File: config.mk
export PLATFORM = sky130hd
export DESIGN_NAME = fifo_sum_drain_flat
export DESIGN_NICKNAME = d
export VERILOG_FILES = /design/src/rtl/softmax_pkg.sv /design/src/rtl/fifo_sum_drain_if.sv /design/src/rtl/sat_add.sv /design/src/rtl/fifo_sum_drain.sv /design/src/flat_wrapper.sv
export SDC_FILE = /design/constraint.sdc
export NUM_CORES = 1
export LEC_CHECK = 0
export ABC_AREA = 0
export BUFFER_PORTS_ARGS = -buffer_cell sky130_fd_sc_hd__buf_2
export CAP_MARGIN = 10
export CORE_MARGIN = 2
export CORE_UTILIZATION = 50
export CTS_BUF_LIST = sky130_fd_sc_hd__clkbuf_2 sky130_fd_sc_hd__clkbuf_4 sky130_fd_sc_hd__clkbuf_8
export CTS_CLUSTER_SIZE = 10
export DETAILED_ROUTE_END_ITERATION = 10
export PLACE_DENSITY = 0.77
export SETUP_SLACK_MARGIN = 0.15
export SLEW_MARGIN = 10
export SYNTH_ARGS = -nofsm -noshare
export SYNTH_HDL_FRONTEND = slang
export SYNTH_SLANG_ARGS = --single-unit
export TNS_END_PERCENT = 100
File: constraint.sdc
create_clock -name rd_clk -period 1.8 [get_ports rd_clk]
set_input_delay 0.18 -clock rd_clk [delete_from_list [all_inputs] [get_ports rd_clk]]
set_output_delay 0.18 -clock rd_clk [all_outputs]
set_load 0.05 [all_outputs]
File: src/rtl/softmax_pkg.sv
// Shared definitions for the vector drain/sum block.
// Holds the FSM state encoding and the default element, vector and sum widths.
// Imported by the interface, the top level and the testbench.
package softmax_pkg;

  typedef enum logic [1:0] {
    IDLE  = 2'd0,
    DRAIN = 2'd1,
    HOLD  = 2'd2
  } state_t;

  localparam int BW_DEF     = 4;
  localparam int LEN_DEF    = 8;
  localparam int SUM_BW_DEF = 8;

endpackage

File: src/rtl/fifo_sum_drain_if.sv
// Handshake bundle between the upstream FIFO, the drain block and the result consumer.
// Ports: start/res_ack (requests), fifo_out/fifo_empty/fifo_rd (FIFO read side),
//        sum_out/max_out/res_valid/busy (result side).
interface fifo_sum_drain_if
  import softmax_pkg::*;
#(
  parameter int bw     = BW_DEF,
  parameter int sum_bw = SUM_BW_DEF
);

  logic              start;
  logic [bw-1:0]     fifo_out;
  logic              fifo_empty;
  logic              fifo_rd;
  logic [sum_bw-1:0] sum_out;
  logic [bw-1:0]     max_out;
  logic              res_valid;
  logic              res_ack;
  logic              busy;

  // Environment side: drives requests and FIFO data, observes results.
  modport master (
    output start, fifo_out, fifo_empty, res_ack,
    input  fifo_rd, sum_out, max_out, res_valid, busy
  );

  // Drain block side.
  modport slave (
    input  start, fifo_out, fifo_empty, res_ack,
    output fifo_rd, sum_out, max_out, res_valid, busy
  );

endinterface

File: src/rtl/sat_add.sv
// Unsigned saturating adder: y = min(a + b, 2^out_bw - 1), never wraps.
// Ports: a (out_bw, running value), b (in_bw, addend, zero-extended), y (out_bw).
// Purely combinational.
module sat_add #(
  parameter int in_bw  = 4,
  parameter int out_bw = 8
) (
  input  logic [out_bw-1:0] a,
  input  logic [in_bw-1:0]  b,
  output logic [out_bw-1:0] y
);

  // One spare bit above the wider operand catches the carry out.
  localparam int w = ((in_bw > out_bw) ? in_bw : out_bw) + 1;

  localparam logic [out_bw-1:0] sat_max = {out_bw{1'b1}};

  logic [w-1:0] wide;

  always_comb begin
    wide = w'(a) + w'(b);
    if (wide > w'(sat_max)) begin
      y = sat_max;
    end else begin
      y = wide[out_bw-1:0];
    end
  end

endmodule

File: src/rtl/fifo_sum_drain.sv
// Drains one vector of len elements from an upstream FIFO on start, producing the
// saturated unsigned sum and the unsigned maximum; the result is held until res_ack.
// Ports: rd_clk, reset (sync, active-high), bus (slave side of fifo_sum_drain_if).
module fifo_sum_drain
  import softmax_pkg::*;
#(
  parameter int bw     = BW_DEF,
  parameter int len    = LEN_DEF,
  parameter int sum_bw = SUM_BW_DEF
) (
  input  logic             rd_clk,
  input  logic             reset,
  fifo_sum_drain_if.slave  bus
);

  localparam int cw = $clog2(len + 1);

  state_t            state;
  logic [sum_bw-1:0] acc;
  logic [sum_bw-1:0] acc_next;
  logic [bw-1:0]     max_r;
  logic [cw-1:0]     count;
  logic              res_valid_r;
  logic              busy_r;
  logic              rd;

  // FIFO data is combinational from its read pointer, so the element is
  // consumed in the same cycle the strobe is raised. Reset gates the strobe
  // so a half-drained vector leaves its remaining entries in the FIFO.
  assign rd = (state == DRAIN) && !bus.fifo_empty && !reset;

  sat_add #(
    .in_bw  (bw),
    .out_bw (sum_bw)
  ) u_sat_add (
    .a (acc),
    .b (bus.fifo_out),
    .y (acc_next)
  );

  always_ff @(posedge rd_clk) begin
    if (reset) begin
      state       <= IDLE;
      acc         <= '0;
      max_r       <= '0;
      count       <= '0;
      res_valid_r <= 1'b0;
      busy_r      <= 1'b0;
    end else begin
      case (state)
        IDLE: begin
          if (bus.start) begin
            state  <= DRAIN;
            acc    <= '0;
            max_r  <= '0;
            count  <= '0;
            busy_r <= 1'b1;
          end
        end
        DRAIN: begin
          // An empty FIFO simply stalls here; there is no timeout.
          if (rd) begin
            acc   <= acc_next;
            count <= count + cw'(1);
            if (bus.fifo_out > max_r) begin
              max_r <= bus.fifo_out;
            end
            if (count == cw'(len - 1)) begin
              state       <= HOLD;
              res_valid_r <= 1'b1;
            end
          end
        end
        HOLD: begin
          // start is dropped here even if it coincides with res_ack.
          if (bus.res_ack) begin
            state       <= IDLE;
            res_valid_r <= 1'b0;
            busy_r      <= 1'b0;
          end
        end
        default: begin
          state       <= IDLE;
          res_valid_r <= 1'b0;
          busy_r      <= 1'b0;
        end
      endcase
    end
  end

  assign bus.fifo_rd   = rd;
  assign bus.sum_out   = acc;
  assign bus.max_out   = max_r;
  assign bus.res_valid = res_valid_r;
  assign bus.busy      = busy_r;

endmodule

File: src/flat_wrapper.sv
// flat-port wrapper written by rule: the top's interface ports become plain ports
module fifo_sum_drain_flat import softmax_pkg::*;
#(
  parameter int bw     = BW_DEF,
  parameter int len    = LEN_DEF,
  parameter int sum_bw = SUM_BW_DEF
)
  (rd_clk, reset, bus_start, bus_fifo_out, bus_fifo_empty, bus_res_ack, bus_fifo_rd, bus_sum_out, bus_max_out, bus_res_valid, bus_busy);
  fifo_sum_drain_if #(.bw(bw), .sum_bw(sum_bw)) bus_i ();
  input  logic rd_clk;
  input  logic reset;
  input wire logic [$bits(bus_i.start)-1:0] bus_start;
  input wire logic [$bits(bus_i.fifo_out)-1:0] bus_fifo_out;
  input wire logic [$bits(bus_i.fifo_empty)-1:0] bus_fifo_empty;
  input wire logic [$bits(bus_i.res_ack)-1:0] bus_res_ack;
  output wire logic [$bits(bus_i.fifo_rd)-1:0] bus_fifo_rd;
  output wire logic [$bits(bus_i.sum_out)-1:0] bus_sum_out;
  output wire logic [$bits(bus_i.max_out)-1:0] bus_max_out;
  output wire logic [$bits(bus_i.res_valid)-1:0] bus_res_valid;
  output wire logic [$bits(bus_i.busy)-1:0] bus_busy;
  assign bus_i.start = bus_start;
  assign bus_i.fifo_out = bus_fifo_out;
  assign bus_i.fifo_empty = bus_fifo_empty;
  assign bus_i.res_ack = bus_res_ack;
  assign bus_fifo_rd = bus_i.fifo_rd;
  assign bus_sum_out = bus_i.sum_out;
  assign bus_max_out = bus_i.max_out;
  assign bus_res_valid = bus_i.res_valid;
  assign bus_busy = bus_i.busy;
  fifo_sum_drain #(.bw(bw), .len(len), .sum_bw(sum_bw)) u_core (.rd_clk(rd_clk), .reset(reset), .bus(bus_i));
endmodule
==> reports/metrics.yaml, run 1 <==
critical_path:
  required_ns: 2.05
  start_kind: "register"
  crit_chain: "ha_4 -> inv_2 -> fa_2 -> nand2b_4 -> a21oi_4 -> and3b_1 -> a211oi_2"
  max_stage_delay_ns: 0.38
  critPathMaxFanout: 5
  worstSetupPathType: "reg -> reg"
  path_buf_inv: 1
  cpLargestDelayFamily: "adder cells"
  crit_slowest_cell: "dfxtp_4"
  crit_path_end_kind: "register"
  cp.arrival_ns: 1.99
synthesis:
  avgSynthCellArea_um2: 8.90
  yosysSeqAreaShare_pct: 34.9
  synth_edf_count: 0
  synth_ff_type: "dfxtp_1"
  synth_nets: 148
  netlist.area_leader.share_pct: 34.9
  ys_ff_latch: 20
  ys.warnings.count: 0
  synth_most_common_cell: "dfxtp_1"
  synth_cell_types: 40
  synth_area_leaders: "dfxtp_1 (35%), ha_1 (9.8%), nor2_1 (5.6%)"
  synthCells: 129
  synthArstFlopShare_pct: 0
  synth_top_area_cell: "dfxtp_1"
  synth_common_cells: "dfxtp_1 (20), nor2_1 (17), inv_1 (11)"
  netlist_area_um2: 1150
place:
  port_buffers: 23
  place_congestion: 0.783
  dpl.hpwl_mm: 1.85
clock_network:
  clk_path_buf_depth: 2
  cts_buffers: 3
  cts.sinks: 20
  cts.htree.levels: 1
  path_clk_slew_ns: 0.13
  cts_tree: "yes"
  root_buffer: "clkbuf_4"
  insertion_delay_ns: 0.31
grt:
  grt_usage_pct: 23.2
  grt_pass1_wl_mm: 4.66
  grt_overflow_total: 0
  grt_max_degree: 19
  grt_pass1_vias: 1093
  antenna_found_initial: 0
finish:
  syn_to_final_growth_pct: 41.6
  diodes: 0
  fin_nets: 189
  drive_above_1_share_pct: 46.2
  utilization_pct: 74.2
timing:
  hold_viol_final: 0
  fmax_mhz: 575
  worst_clock_skew_ns: 0.00217
  rsz0062_at_grt: "yes"
  period_minus_slack_ns: 1.74
  setup_tns_ns: 0
  relSlewSlack_pct: 75.4
  slew_viol_final: 0
  tightestPinTransition_ns: 0.360
  finalCritPeriodShare_pct: 96.6
  whs_ns: 0.141
  setup_viol: 0
routing:
  drt-total-wl_mm: 3.08
  antenna_left: 0
  drtIter0Drc: 16
  post_drt_wl_per_cell_um: 15.6
  detail_route.vias_per_cell: 5.65
  drc: 0
  firstDrtPassIters: 4
  vias: 1113
floorplanning:
  initial_utilization_pct: 52.4
  rows: 17
  core-area_um2: 2190
  die_area_um2: 2700
  ios: 24
  die_height_um: 51.9
  die_w_um: 51.9
outcome:
  status: "completed"
power:
  ir_worst_vdd_uv: 393
  total_power_mw: 0.957
  p_per_area_nw_per_um2: 588
  p_leak_nw: 0.664
min_path:
  hold_path.class: "in -> reg"
job:
  drv_cap: 0
path summary, 6_finish.rpt:
path         slack (ns)  cells after the start                            endpoint                          startpoint
max                0.06                      7  u_core.bus.sum_out[7]$_SDFFE_PP0P_  u_core.bus.sum_out[0]$_SDFFE_PP0P_
min reg2reg        0.52                      2  u_core.bus.max_out[2]$_SDFFE_PP0P_  u_core.bus.max_out[2]$_SDFFE_PP0P_
min                0.14                      3  u_core.bus.max_out[2]$_SDFFE_PP0P_                     bus_fifo_out[2]
max reg2reg        0.06                      7  u_core.bus.sum_out[7]$_SDFFE_PP0P_  u_core.bus.sum_out[0]$_SDFFE_PP0P_
flip-flops by register name (all words and copies together) (netlist names):
name	flops
u_core.bus.busy	1
u_core.bus.max_out	4
u_core.bus.res_valid	1
u_core.bus.sum_out	8
u_core.count	4
u_core.state	2
timing repair:
action | in CTS | in global routing
endpoints found under the setup margin | 12 | 15
pin swaps | 4 | 14
resized for setup | 10 | 20
buffers inserted | 8 | 4
hold buffers | 0 | 0
logic make-up (layout without fill, tap and decap cells):
group | Yosys count | after routing | synth area share (%)
AOI/OAI and AO/OA | 36 | 36 | 22.4
and+or+nand+nor | 43 | 43 | 19.1
adders and majority gates | 10 | 10 | 11.5
buffers and inverters | 16 | 56 | 9.04
DFF | 20 | 20 | 34.9
xor gates and xnor gates | 4 | 4 | 3.05
metal layers:
layer / up-vias / track usage [%] / share of wire [%]
met4: 0 / 7.46 / 2.5
met3: 8 / 3.74 / 2.9
met5: - / 0 / 0
li1: 549 / - / -
met2: 27 / 39.9 / 50
met1: 529 / 29.2 / 45
placed cells by master (no fill, tap or decap), types with 2 or more instances in the layout:
cell,instances
nand3_1,3
ha_4,2
o32ai_2,3
a21oi_1,9
nand2_1,5
xor2_1,3
buf_6,2
a211oi_2,3
buf_2,22
o21ai_0,2
nand2b_4,2
dfxtp_1,12
inv_1,9
nor3_1,3
a21oi_4,2
clkbuf_4,3
nand4_1,2
nand3b_1,2
nand2b_1,3
ha_1,7
a311oi_2,3
buf_4,14
dfxtp_4,3
nor2_1,16
dfxtp_2,5
where the power goes:
group,leakage [nW],internal [mW],switching (mW)
Sequential,0.167,0.451,0.00922
Clock,0.0210,0.124,0.159
Combinational,0.476,0.0828,0.130
tightest hold or removal path, cell delays in order:
cell	delay (ns)
buf_2	0.13
inv_1	0.07
o32ai_2	0.06
cell type report:
class	count	area, µm²
tap	28	35.0
multi-input combinational	93	805
sequential	20	418
timing repair buffer	40	273
inverter	12	60.1
clock buffer	4	36.3
fill	152	564
through the flow:
step	std cells	setup slack, ns	area, µm²
after detailed placement	181	0.0581	1340
final	197	0.0609	1630
after global placement	181	0.123	1340
after CTS	193	0.0910	1480
after floorplan	129	0.0623	1200
after global routing	197	0.0155	1630
(Power assumes the default switching activity.)
==> run 2, diff against run 1 <==
--- a/config.mk
+++ b/config.mk
@@ -5,18 +5,20 @@
 export SDC_FILE = /design/constraint.sdc
 export NUM_CORES = 1
 export LEC_CHECK = 0
-export ABC_AREA = 0
+export ABC_AREA = 1
 export BUFFER_PORTS_ARGS = -buffer_cell sky130_fd_sc_hd__buf_2
 export CAP_MARGIN = 10
 export CORE_MARGIN = 2
-export CORE_UTILIZATION = 50
+export CORE_UTILIZATION = 52
 export CTS_BUF_LIST = sky130_fd_sc_hd__clkbuf_2 sky130_fd_sc_hd__clkbuf_4 sky130_fd_sc_hd__clkbuf_8
 export CTS_CLUSTER_SIZE = 10
 export DETAILED_ROUTE_END_ITERATION = 10
-export PLACE_DENSITY = 0.77
+export PLACE_DENSITY = 0.78
+export RECOVER_POWER = 100
 export SETUP_SLACK_MARGIN = 0.15
 export SLEW_MARGIN = 10
 export SYNTH_ARGS = -nofsm -noshare
 export SYNTH_HDL_FRONTEND = slang
+export SYNTH_HIERARCHICAL = 1
 export SYNTH_SLANG_ARGS = --single-unit
 export TNS_END_PERCENT = 100
==> reports/metrics.yaml, run 2 <==
place:
  place_congestion: 0.827
  dpl_worst_slack_ns: 0.188
  dpl.hpwl_mm: 2.16
  port_buffers: 23
finish:
  final_cell_mix: "nand2_1 (58), inv_1 (30), nand3_1 (20)"
  largest_register_ffs: 8
  filler_cell_count: 256
  drive_above_1_share_pct: 17.8
  fin_nets: 250
  syn_to_final_growth_pct: 14.6
  layout_commonest_cell: "nand2_1"
  diodes: 0
routing:
  drt-total-wl_mm: 2.91
  firstDrtPassIters: 4
  post_drt_wl_per_cell_um: 11.2
  drtIter0Drc: 40
  antenna_left: 0
  vias: 1293
  detail_route.vias_per_cell: 4.97
  drc: 0
synthesis:
  avgSynthCellArea_um2: 6.77
  synth_compound_area_share_pct: 8.69
  synth_top_area_cell: "dfxtp_1"
  synthAdderAreaFrac_pct: 9.70
  synth_area_leaders: "dfxtp_1 (29%), nand2_1 (16%), ha_1 (8.2%)"
  synth.area.mux_share_pct: 0
  synth_common_cells: "nand2_1 (57), inv_1 (29), dfxtp_1 (20), nand3_1 (20), nor2_1 (18)"
  ys_ff_latch: 20
  yosys.area_share.simple_pct: 39.4
  synth_edf_count: 0
  netlist_area_um2: 1370
  yosysSeqAreaShare_pct: 29.3
  netlist.area_leader.share_pct: 29.3
  synth_xor_area_share_pct: 1.28
  synth_most_common_cell: "nand2_1"
  synth_ff_type: "dfxtp_1"
  synth_top_family_by_area: "simple AND/OR/NAND/NOR gates"
  synthCells: 202
  synthArstFlopShare_pct: 0
  ys.warnings.count: 6
  synth_nets: 221
  synth_cell_types: 28
clock_network:
  cts_tree: "yes"
  clk_path_buf_depth: 2
  cts_buffers: 3
  cts_hold_buf: 0
  cts.sinks: 20
  path_clk_slew_ns: 0.12
  cts.htree.levels: 1
  root_buffer: "clkbuf_4"
  insertion_delay_ns: 0.30
timing:
  period_minus_slack_ns: 1.65
  relSlewSlack_pct: 58.7
  finalCritPeriodShare_pct: 91.6
  slew_viol_final: 0
  hold_viol_final: 0
  fmax_mhz: 607
  worst_clock_skew_ns: 0.0103
  setup_tns_ns: 0
  setup_ws_ns: 0.152
  setup_viol: 0
  tightestPinTransition_ns: 0.622
  rsz0062_at_grt: "yes"
outcome:
  status: "completed"
power:
  p_leak_nw: 0.817
  p_per_area_nw_per_um2: 765
  ir_worst_vdd_uv: 514
grt:
  grt_usage_pct: 20.4
  grt_overflow_total: 0
  grt_pass1_wl_mm: 5.13
  grt_pass1_vias: 1215
  grt_max_degree: 15
  antenna_found_initial: 0
critical_path:
  cp.arrival_ns: 1.86
  r2r_start: "u_core/bus.sum_out[0]$_SDFFE_PP0P_"
  worstSetupPathType: "reg -> reg"
  crit_path_end_kind: "register"
  rr_worst_depth: 10
  r2r_setup_slack_ns: 0.15
  required_ns: 2.01
  start_kind: "register"
  critPathMaxFanout: 8
  reg2reg_to: "u_core/bus.sum_out[6]$_SDFFE_PP0P_"
min_path:
  hp-start: "reset"
  min_to: "u_core/bus.sum_out[3]$_SDFFE_PP0P_"
  hold_depth: 3
  hold_path.class: "in -> reg"
floorplanning:
  rows: 18
  die_height_um: 55.3
  die_w_um: 55.3
  initial_utilization_pct: 55.2
  core-area_um2: 2480
  ios: 24
  die_area_um2: 3060
job:
  drv_cap: 0
-- run 2: cell count changes in the layout (fill, tap and decap cells not counted), moves of 5 or more --
cell | before | now
inv_1 | 9 | 30
buf_4 | 14 | 5
clkbuf_1 | 0 | 14
nand2_1 | 5 | 58
a21oi_1 | 9 | 14
nand3_1 | 3 | 20
buf_2 | 22 | 8
-- run 2: worst max path at each step --
stage | startpoint | to | slack (ns) | depth (start not counted)
finish | u_core/bus.sum_out[0]$_SDFFE_PP0P_ | u_core/bus.sum_out[6]$_SDFFE_PP0P_ | 0.15 | 10
global route | u_core/bus.sum_out[0]$_SDFFE_PP0P_ | u_core/bus.sum_out[6]$_SDFFE_PP0P_ | -0.0008 | 10
global placement | u_core/bus.sum_out[0]$_SDFFE_PP0P_ | u_core/bus.sum_out[4]$_SDFFE_PP0P_ | 0.21 | 10
CTS | u_core/bus.sum_out[0]$_SDFFE_PP0P_ | u_core/bus.sum_out[4]$_SDFFE_PP0P_ | 0.16 | 10
floorplan | u_core/bus.sum_out[0]$_SDFFE_PP0P_ | u_core/bus.sum_out[4]$_SDFFE_PP0P_ | 0.17 | 10
detailed placement | u_core/bus.sum_out[0]$_SDFFE_PP0P_ | u_core/bus.sum_out[6]$_SDFFE_PP0P_ | 0.19 | 12
-- run 2: kinds of logic (layout without fill, tap and decap cells) --
logic type / count (synthesis) / in the layout
buffers and inverters: 37 / 65
adder cells (fa/ha/maj): 10 / 10
flip-flops: 20 / 20
XOR/XNOR: 2 / 2
AND/OR/NAND/NOR: 112 / 112
AO/OA/AOI/OAI: 21 / 21
-- run 2: routing by layer --
layer / part of all wire [%] / up-vias / wire length, µm / GRT usage (%)
li1: - / 699 / - / -
met1: 48 / 571 / 1390 / 27.7
met2: 47 / 21 / 1380 / 33.8
met3: 4.4 / 2 / 128 / 2.58
met4: 0.52 / 0 / 15 / 5.92
met5: 0 / - / 0 / 0
-- run 2: repair_timing --
item	CTS	global route
endpoints found under the hold margin	0	0
buffers inserted	0	2
gates resized for setup	0	4
endpoints found under the setup margin	0	4
-- run 2: stage by stage --
step / instance area, µm² / hold WS (ns) / total power [mW] / std cells / utilization, %
finish: 1570 / 0.223 / 1.20 / 260 / 63.3
global route: 1570 / 0.221 / 1.28 / 260 / 63.3
CTS: 1580 / 0.208 / 1.22 / 258 / 63.6
detailed placement: 1540 / 0.458 / 0.950 / 254 / 62.2
global placement: 1540 / 0.457 / 0.944 / 254 / 62.2
floorplan: 1390 / 0.398 / 0.862 / 202 / -
-- run 2: report_power, final --
part	internal, mW	total, mW	switching [mW]
Combinational	0.125	0.428	0.303
Sequential	0.479	0.506	0.0270
Clock	0.123	0.266	0.143
-- run 2: layout make-up --
cell class / count / area, µm² / share of cell area [%]
multi-input cells: 145 / 821 / 52.4
flip-flops and latches: 20 / 410 / 26.2
inverters: 32 / 123 / 7.82
repair buffers: 29 / 140 / 8.94
well taps: 30 / 37.5 / 2.39
clock buffers: 4 / 36.3 / 2.31
-- run 2: critical path: stages, from the launching register on --
cell	delay (ns)
dfxtp_4	0.37
ha_4	0.16
fa_2	0.37
nand3_2	0.11
nand2_4	0.07
nand4_2	0.15
nand2_1	0.09
nand3_1	0.08
nand2_1	0.05
o21ai_1	0.07
inv_1	0.05
